**config.mk**
```make
export PLATFORM = sky130hd
export DESIGN_NAME = hazard_ctrl
export DESIGN_NICKNAME = d
export VERILOG_FILES = /design/src/rtl/mips_defs.sv /design/src/rtl/div_seq.sv /design/src/rtl/hazard_ctrl.sv
export SDC_FILE = /design/constraint.sdc
export NUM_CORES = 1
export LEC_CHECK = 0
export BUFFER_PORTS_ARGS = -buffer_cell sky130_fd_sc_hd__clkbuf_2
export CORE_MARGIN = 2
export CORE_UTILIZATION = 47
export CTS_CLUSTER_DIAMETER = 80
export DETAILED_ROUTE_END_ITERATION = 16
export HOLD_SLACK_MARGIN = 0.1
export PLACE_DENSITY = 0.89
export SLEW_MARGIN = 20
export SYNTH_ARGS = -nofsm -noshare
export SYNTH_HDL_FRONTEND = slang
export SYNTH_HIERARCHICAL = 1
export SYNTH_SLANG_ARGS = --single-unit
export TNS_END_PERCENT = 30
```
**constraint.sdc**
```tcl
create_clock -name clk -period 1.8 [get_ports clk]
set_input_delay 0.09 -clock clk [delete_from_list [all_inputs] [get_ports clk]]
set_output_delay 0.09 -clock clk [all_outputs]
set_load 0.03 [all_outputs]
```
**src/rtl/mips_defs.sv**
```systemverilog
// Shared definitions for the MIPS pipeline control path: bypass selects,
// divide-sequencer state encoding and the default divider latency.
package mips_defs;

  localparam logic [1:0] FWD_RF = 2'b00;
  localparam logic [1:0] FWD_W  = 2'b01;
  localparam logic [1:0] FWD_M  = 2'b10;

  localparam int DEF_DIV_CYCLES = 32;

  typedef enum logic [1:0] {
    IDLE = 2'd0,
    BUSY = 2'd1,
    DONE = 2'd2
  } divState_t;

  // Execute-stage bypass select; the younger M result wins over W.
  function automatic logic [1:0] fwdSel(
    input logic [4:0] src,
    input logic       regWriteM,
    input logic [4:0] writeregM,
    input logic       regWriteW,
    input logic [4:0] writeregW
  );
    if (src != 5'd0 && regWriteM && src == writeregM) return FWD_M;
    if (src != 5'd0 && regWriteW && src == writeregW) return FWD_W;
    return FWD_RF;
  endfunction

endpackage

```
**src/rtl/div_seq.sv**
```systemverilog
// Divide sequencer: holds the DIV in Execute while the iterative divider runs,
// then lets it leave through a DONE cycle that cannot retrigger.
module div_seq
  import mips_defs::*;
#(
  parameter int DIV_CYCLES = DEF_DIV_CYCLES,
  parameter int CNT_W      = 6
) (
  input  logic clk,
  input  logic reset,
  input  logic divE,
  output logic divStart,
  output logic divBusy,
  output logic divStall
);

  divState_t        state;
  logic [CNT_W-1:0] cnt;
  logic             trigger;

  assign trigger = (state == IDLE) && divE;

  // NOTE: state and counter use non-blocking assignments so every flop samples
  // pre-edge values; blocking here would create order-dependent simulation.
  always_ff @(posedge clk) begin
    if (!reset) begin
      state <= IDLE;
      cnt   <= '0;
    end else begin
      case (state)
        IDLE: if (divE) begin
          state <= BUSY;
          cnt   <= CNT_W'(DIV_CYCLES - 1);
        end
        BUSY: if (cnt == '0) state <= DONE;
              else           cnt   <= cnt - CNT_W'(1);
        DONE:    state <= IDLE;
        default: state <= IDLE;
      endcase
    end
  end

  // The trigger cycle must already stall, so these decode the current state
  // together with divE rather than waiting a cycle for a registered copy.
  assign divStart = reset && trigger;
  assign divBusy  = reset && (trigger || state == BUSY);
  assign divStall = divBusy;

endmodule

```
**src/rtl/hazard_ctrl.sv**
```systemverilog
// Pipeline sequencing controller for the 5-stage MIPS core: bypass selects,
// load-use / branch-compare stalls, flushes and the divide freeze.
module hazard_ctrl
  import mips_defs::*;
#(
  parameter int DIV_CYCLES = DEF_DIV_CYCLES,
  parameter int CNT_W      = 6
) (
  input  logic       clk,
  input  logic       reset,
  input  logic [4:0] rsD,
  input  logic [4:0] rtD,
  input  logic [4:0] rsE,
  input  logic [4:0] rtE,
  input  logic [4:0] writeregE,
  input  logic [4:0] writeregM,
  input  logic [4:0] writeregW,
  input  logic       RegWriteE,
  input  logic       RegWriteM,
  input  logic       RegWriteW,
  input  logic       MemtoRegE,
  input  logic       MemtoRegM,
  input  logic       branchD,
  input  logic       jrD,
  input  logic       pcsrcD,
  input  logic       divE,
  output logic       stallF,
  output logic       stallD,
  output logic       stallE,
  output logic       flushD,
  output logic       flushE,
  output logic       flushM,
  output logic       forwardAD,
  output logic       forwardBD,
  output logic [1:0] forwardAE,
  output logic [1:0] forwardBE,
  output logic       div_start,
  output logic       div_busy
);

  logic lwstall;
  logic brstall;
  logic divstall;
  logic hazStall;
  logic hitE;
  logic hitM;

  div_seq #(
    .DIV_CYCLES (DIV_CYCLES),
    .CNT_W      (CNT_W)
  ) u_div_seq (
    .clk      (clk),
    .reset    (reset),
    .divE     (divE),
    .divStart (div_start),
    .divBusy  (div_busy),
    .divStall (divstall)
  );

  assign lwstall = MemtoRegE && rtE != 5'd0 && (rtE == rsD || rtE == rtD);

  // Decode compares need final register values: an E-stage writer cannot be
  // bypassed yet, and an M-stage load has no data until W.
  assign hitE    = RegWriteE && writeregE != 5'd0 && (writeregE == rsD || writeregE == rtD);
  assign hitM    = MemtoRegM && writeregM != 5'd0 && (writeregM == rsD || writeregM == rtD);
  assign brstall = (branchD || jrD) && (hitE || hitM);

  // divstall is already gated by reset inside the sequencer.
  assign hazStall = reset && (lwstall || brstall);

  assign stallF = hazStall || divstall;
  assign stallD = stallF;
  assign stallE = divstall;

  // A frozen E register must not be flushed, and the held E instruction is
  // replaced by a bubble in M so it is not issued twice.
  assign flushE = !reset || (hazStall && !divstall);
  assign flushM = !reset || divstall;
  assign flushD = !reset || (pcsrcD && !stallD);

  assign forwardAD = reset && rsD != 5'd0 && RegWriteM && rsD == writeregM;
  assign forwardBD = reset && rtD != 5'd0 && RegWriteM && rtD == writeregM;
  assign forwardAE = reset ? fwdSel(rsE, RegWriteM, writeregM, RegWriteW, writeregW) : FWD_RF;
  assign forwardBE = reset ? fwdSel(rtE, RegWriteM, writeregM, RegWriteW, writeregW) : FWD_RF;

endmodule
```
==> flow_metrics.py <==
metrics = {
    "global_routing": {
        "antenna_found_initial": 0,
        "grt.busiest_layer": "met2",
        "grt_max_degree": 11,
        "grt_use_met1_pct": 28.8,
        "grt_use_total_pct": 23.5,
        "met3_usage_pct": 1.86,
        "gr-usage-met2_pct": 43.4,
        "first_global_vias": 1369,
        "grt_pass1_wl_mm": 5.96,
        "grt.overflow.total": 0,
    },
    "cells_and_area": {
        "syn_to_final_growth_pct": 27.2,
        "drive_gt1_share_pct": 36.7,
        "antenna_cells": 0,
        "multi_input_area_um2": 1030,
        "nNetsFinal": 268,
        "regArea_um2": 161,
        "fillers": 238,
    },
    "floorplanning": {
        "io_pins": 60,
        "fp.dieH_um": 55.6,
        "core_um2": 2500,
        "start_util_pct": 50.1,
        "die_w_um": 55.6,
        "rows": 18,
        "dieArea_um2": 3090,
    },
    "clock_tree": {
        "cts_hold_buf": 0,
        "h-tree-depth": 1,
        "root_buffer": "clkbuf_4",
        "cts_max_path_buffers": 2,
        "cts_num_sinks": 8,
        "numCtsBuffers": 3,
        "clkTransAtPathRegs_ns": 0.06,
        "clock_latency_ns": 0.26,
        "post_cts_buffers": 0,
        "post_cts_resized": 0,
        "cts_tree": "built",
    },
    "timing": {
        "drv_slew": 0,
        "final-setup-viol-count": 0,
        "max_freq_mhz": 581,
        "fin_ws_ns": 0.0792,
        "fin_crit_ns": 1.72,
        "period_share_pct": 95.6,
        "finalClockSkew_ns": 0.00261,
        "maxSlewHeadroom_pct": 65.2,
        "hold_viol": 0,
        "rsz0062_at_grt": "true",
        "worst_pin_slew_ns": 0.518,
    },
    "hold_path": {
        "hold_path_class": "in2reg",
    },
    "yosys": {
        "synthTopCellsByArea": "xnor2_1 (27%), dfxtp_1 (13%), xor2_1 (8.4%)",
        "yosysTopAreaCellShare_pct": 26.6,
        "synth_common_cells": "xnor2_1 (38), xor2_1 (12), nand2_1 (10), nor2_1 (10)",
        "synth_area_um2": 1250,
        "synth_edf_count": 0,
        "synthAdderAreaFrac_pct": 2.00,
        "seq_area_frac_synth_pct": 12.8,
        "async_flop_share_pct": 0,
        "syn_area_per_cell_um2": 7.63,
        "synth_nets": 212,
        "netlist_instances": 164,
        "synth_top_family_by_area": "XOR/XNOR gates",
        "synthMuxAreaShare_pct": 1.70,
        "synthDistinctLibCells": 42,
        "yosys.area.top_type": "xnor2_1",
        "synth_compound_area_share_pct": 15.1,
        "synth_warnings": 6,
        "synth_flop_cell": "dfxtp_1",
        "synth.most_common_cell": "xnor2_1",
        "synth-simple-area-share_pct": 26.6,
        "ys_ff_latch": 8,
        "synthXorXnorAreaFrac_pct": 35.0,
    },
    "power": {
        "powerDensity_nw_per_um2": 529,
        "vdd_ir_drop_max_uv": 557,
        "leakage_nw": 0.693,
        "total_power_mw": 0.842,
    },
    "worst_setup_path": {
        "crit_type": "reg2out",
        "crit_required_ns": 1.71,
        "endpoint": "flushE",
        "reg2reg_depth": 6,
        "path_max_fanout": 7,
        "r2r_setup_slack_ns": 0.14,
        "end_kind": "output port",
        "start_kind": "flop",
        "r2r-start": "u_div_seq/cnt[0]",
        "r2r_end": "u_div_seq/cnt[2]",
        "cp-startpoint": "u_div_seq/state[0]",
        "arrival_ns": 1.63,
    },
    "detailed_routing": {
        "dr.pass1.iters": 4,
        "ant_nets": 0,
        "first_iter_violations": 47,
        "wire_per_inst_um": 14.1,
        "routed_via_density": 5.42,
        "routed_wl_mm": 3.49,
        "drcViolationCount": 0,
        "num_vias": 1345,
    },
    "place": {
        "detailed_place_hpwl_mm": 2.92,
        "portBuffers": 59,
        "gp_congestion": 0.921,
        "pre_cts_ws_ns": 0.105,
    },
    "outcome": {
        "outcome": "completed",
    },
    "flow_run": {
        "maxCapViolCount": 0,
    },
}
[cell usage in the layout (no fill, tap or decap), types with 4 or more instances in the layout]
master	instances
a21oi_1	5
clkbuf_2	59
dfxtp_1	7
inv_1	7
nand2_1	10
nand3_1	7
nor2_1	9
nor3_1	8
or4_1	4
xnor2_1	38
xor2_1	12
[registers in the layout, summed over array words and instances (netlist names)]
name / flops
u_div_seq/cnt: 6
u_div_seq/state: 2
[power by group]
group / total [mW] / internal, mW / switching (mW)
logic: 0.471 / 0.207 / 0.264
registers: 0.224 / 0.201 / 0.0232
clock network: 0.147 / 0.0770 / 0.0702
total: 0.842 / 0.485 / 0.357
[stage by stage]
stage                     utilization, %  instances  cell area (um2)  hold slack [ns]  TNS [ns]
after detailed placement            62.5        245             1560            0.485         0
final                               63.7        248             1590            0.220         0
after CTS                           63.4        248             1590            0.217         0
after global routing                63.7        248             1590            0.230   -0.0461
after global placement              62.5        245             1560            0.480         0
after floorplan                        -        164             1270            0.236    -0.172
[layer usage]
metal  vias to the layer above  part of all wire (%)
met2                        55                    53
met1                       609                    41
met4                         0                  0.23
met5                         -                     0
met3                         2                   5.6
li1                        679                     -
[area by class of cell]
cell class	count	share of cell area (%)
sequential	8	10.1
clock buffer	3	1.42
multi-input combinational	138	64.5
inverter	7	1.65
tap	30	2.36
timing repair buffer	62	20.0
[worst min path at each step]
stage	start	endpoint	slack, ns	depth (start not counted)
floorplan	reset	u_div_seq/cnt[5]	0.24	1
global placement	reset	u_div_seq/cnt[5]	0.48	2
detailed placement	reset	u_div_seq/cnt[5]	0.49	2
CTS	divE	u_div_seq/cnt[4]	0.22	3
global route	reset	u_div_seq/cnt[5]	0.23	2
finish	divE	u_div_seq/cnt[4]	0.22	3
[worst max-delay path, stage by stage (launching register included)]
cell and delay, ns:
dfxtp_2 0.36, o21bai_1 0.35, nor2_2 0.11, inv_1 0.14, nor2_1 0.06, a31oi_1 0.13, clkbuf_2 0.23
[logic make-up (layout without fill, tap and decap cells)]
group / Yosys count / after routing
flops: 8 / 8
xor+xnor: 50 / 50
compound gates: 23 / 23
simple gates: 61 / 61
mux: 2 / 2
buf+inv: 18 / 72
fa+ha+maj: 2 / 2
Note: power is estimated with default switching activity, not from simulation.
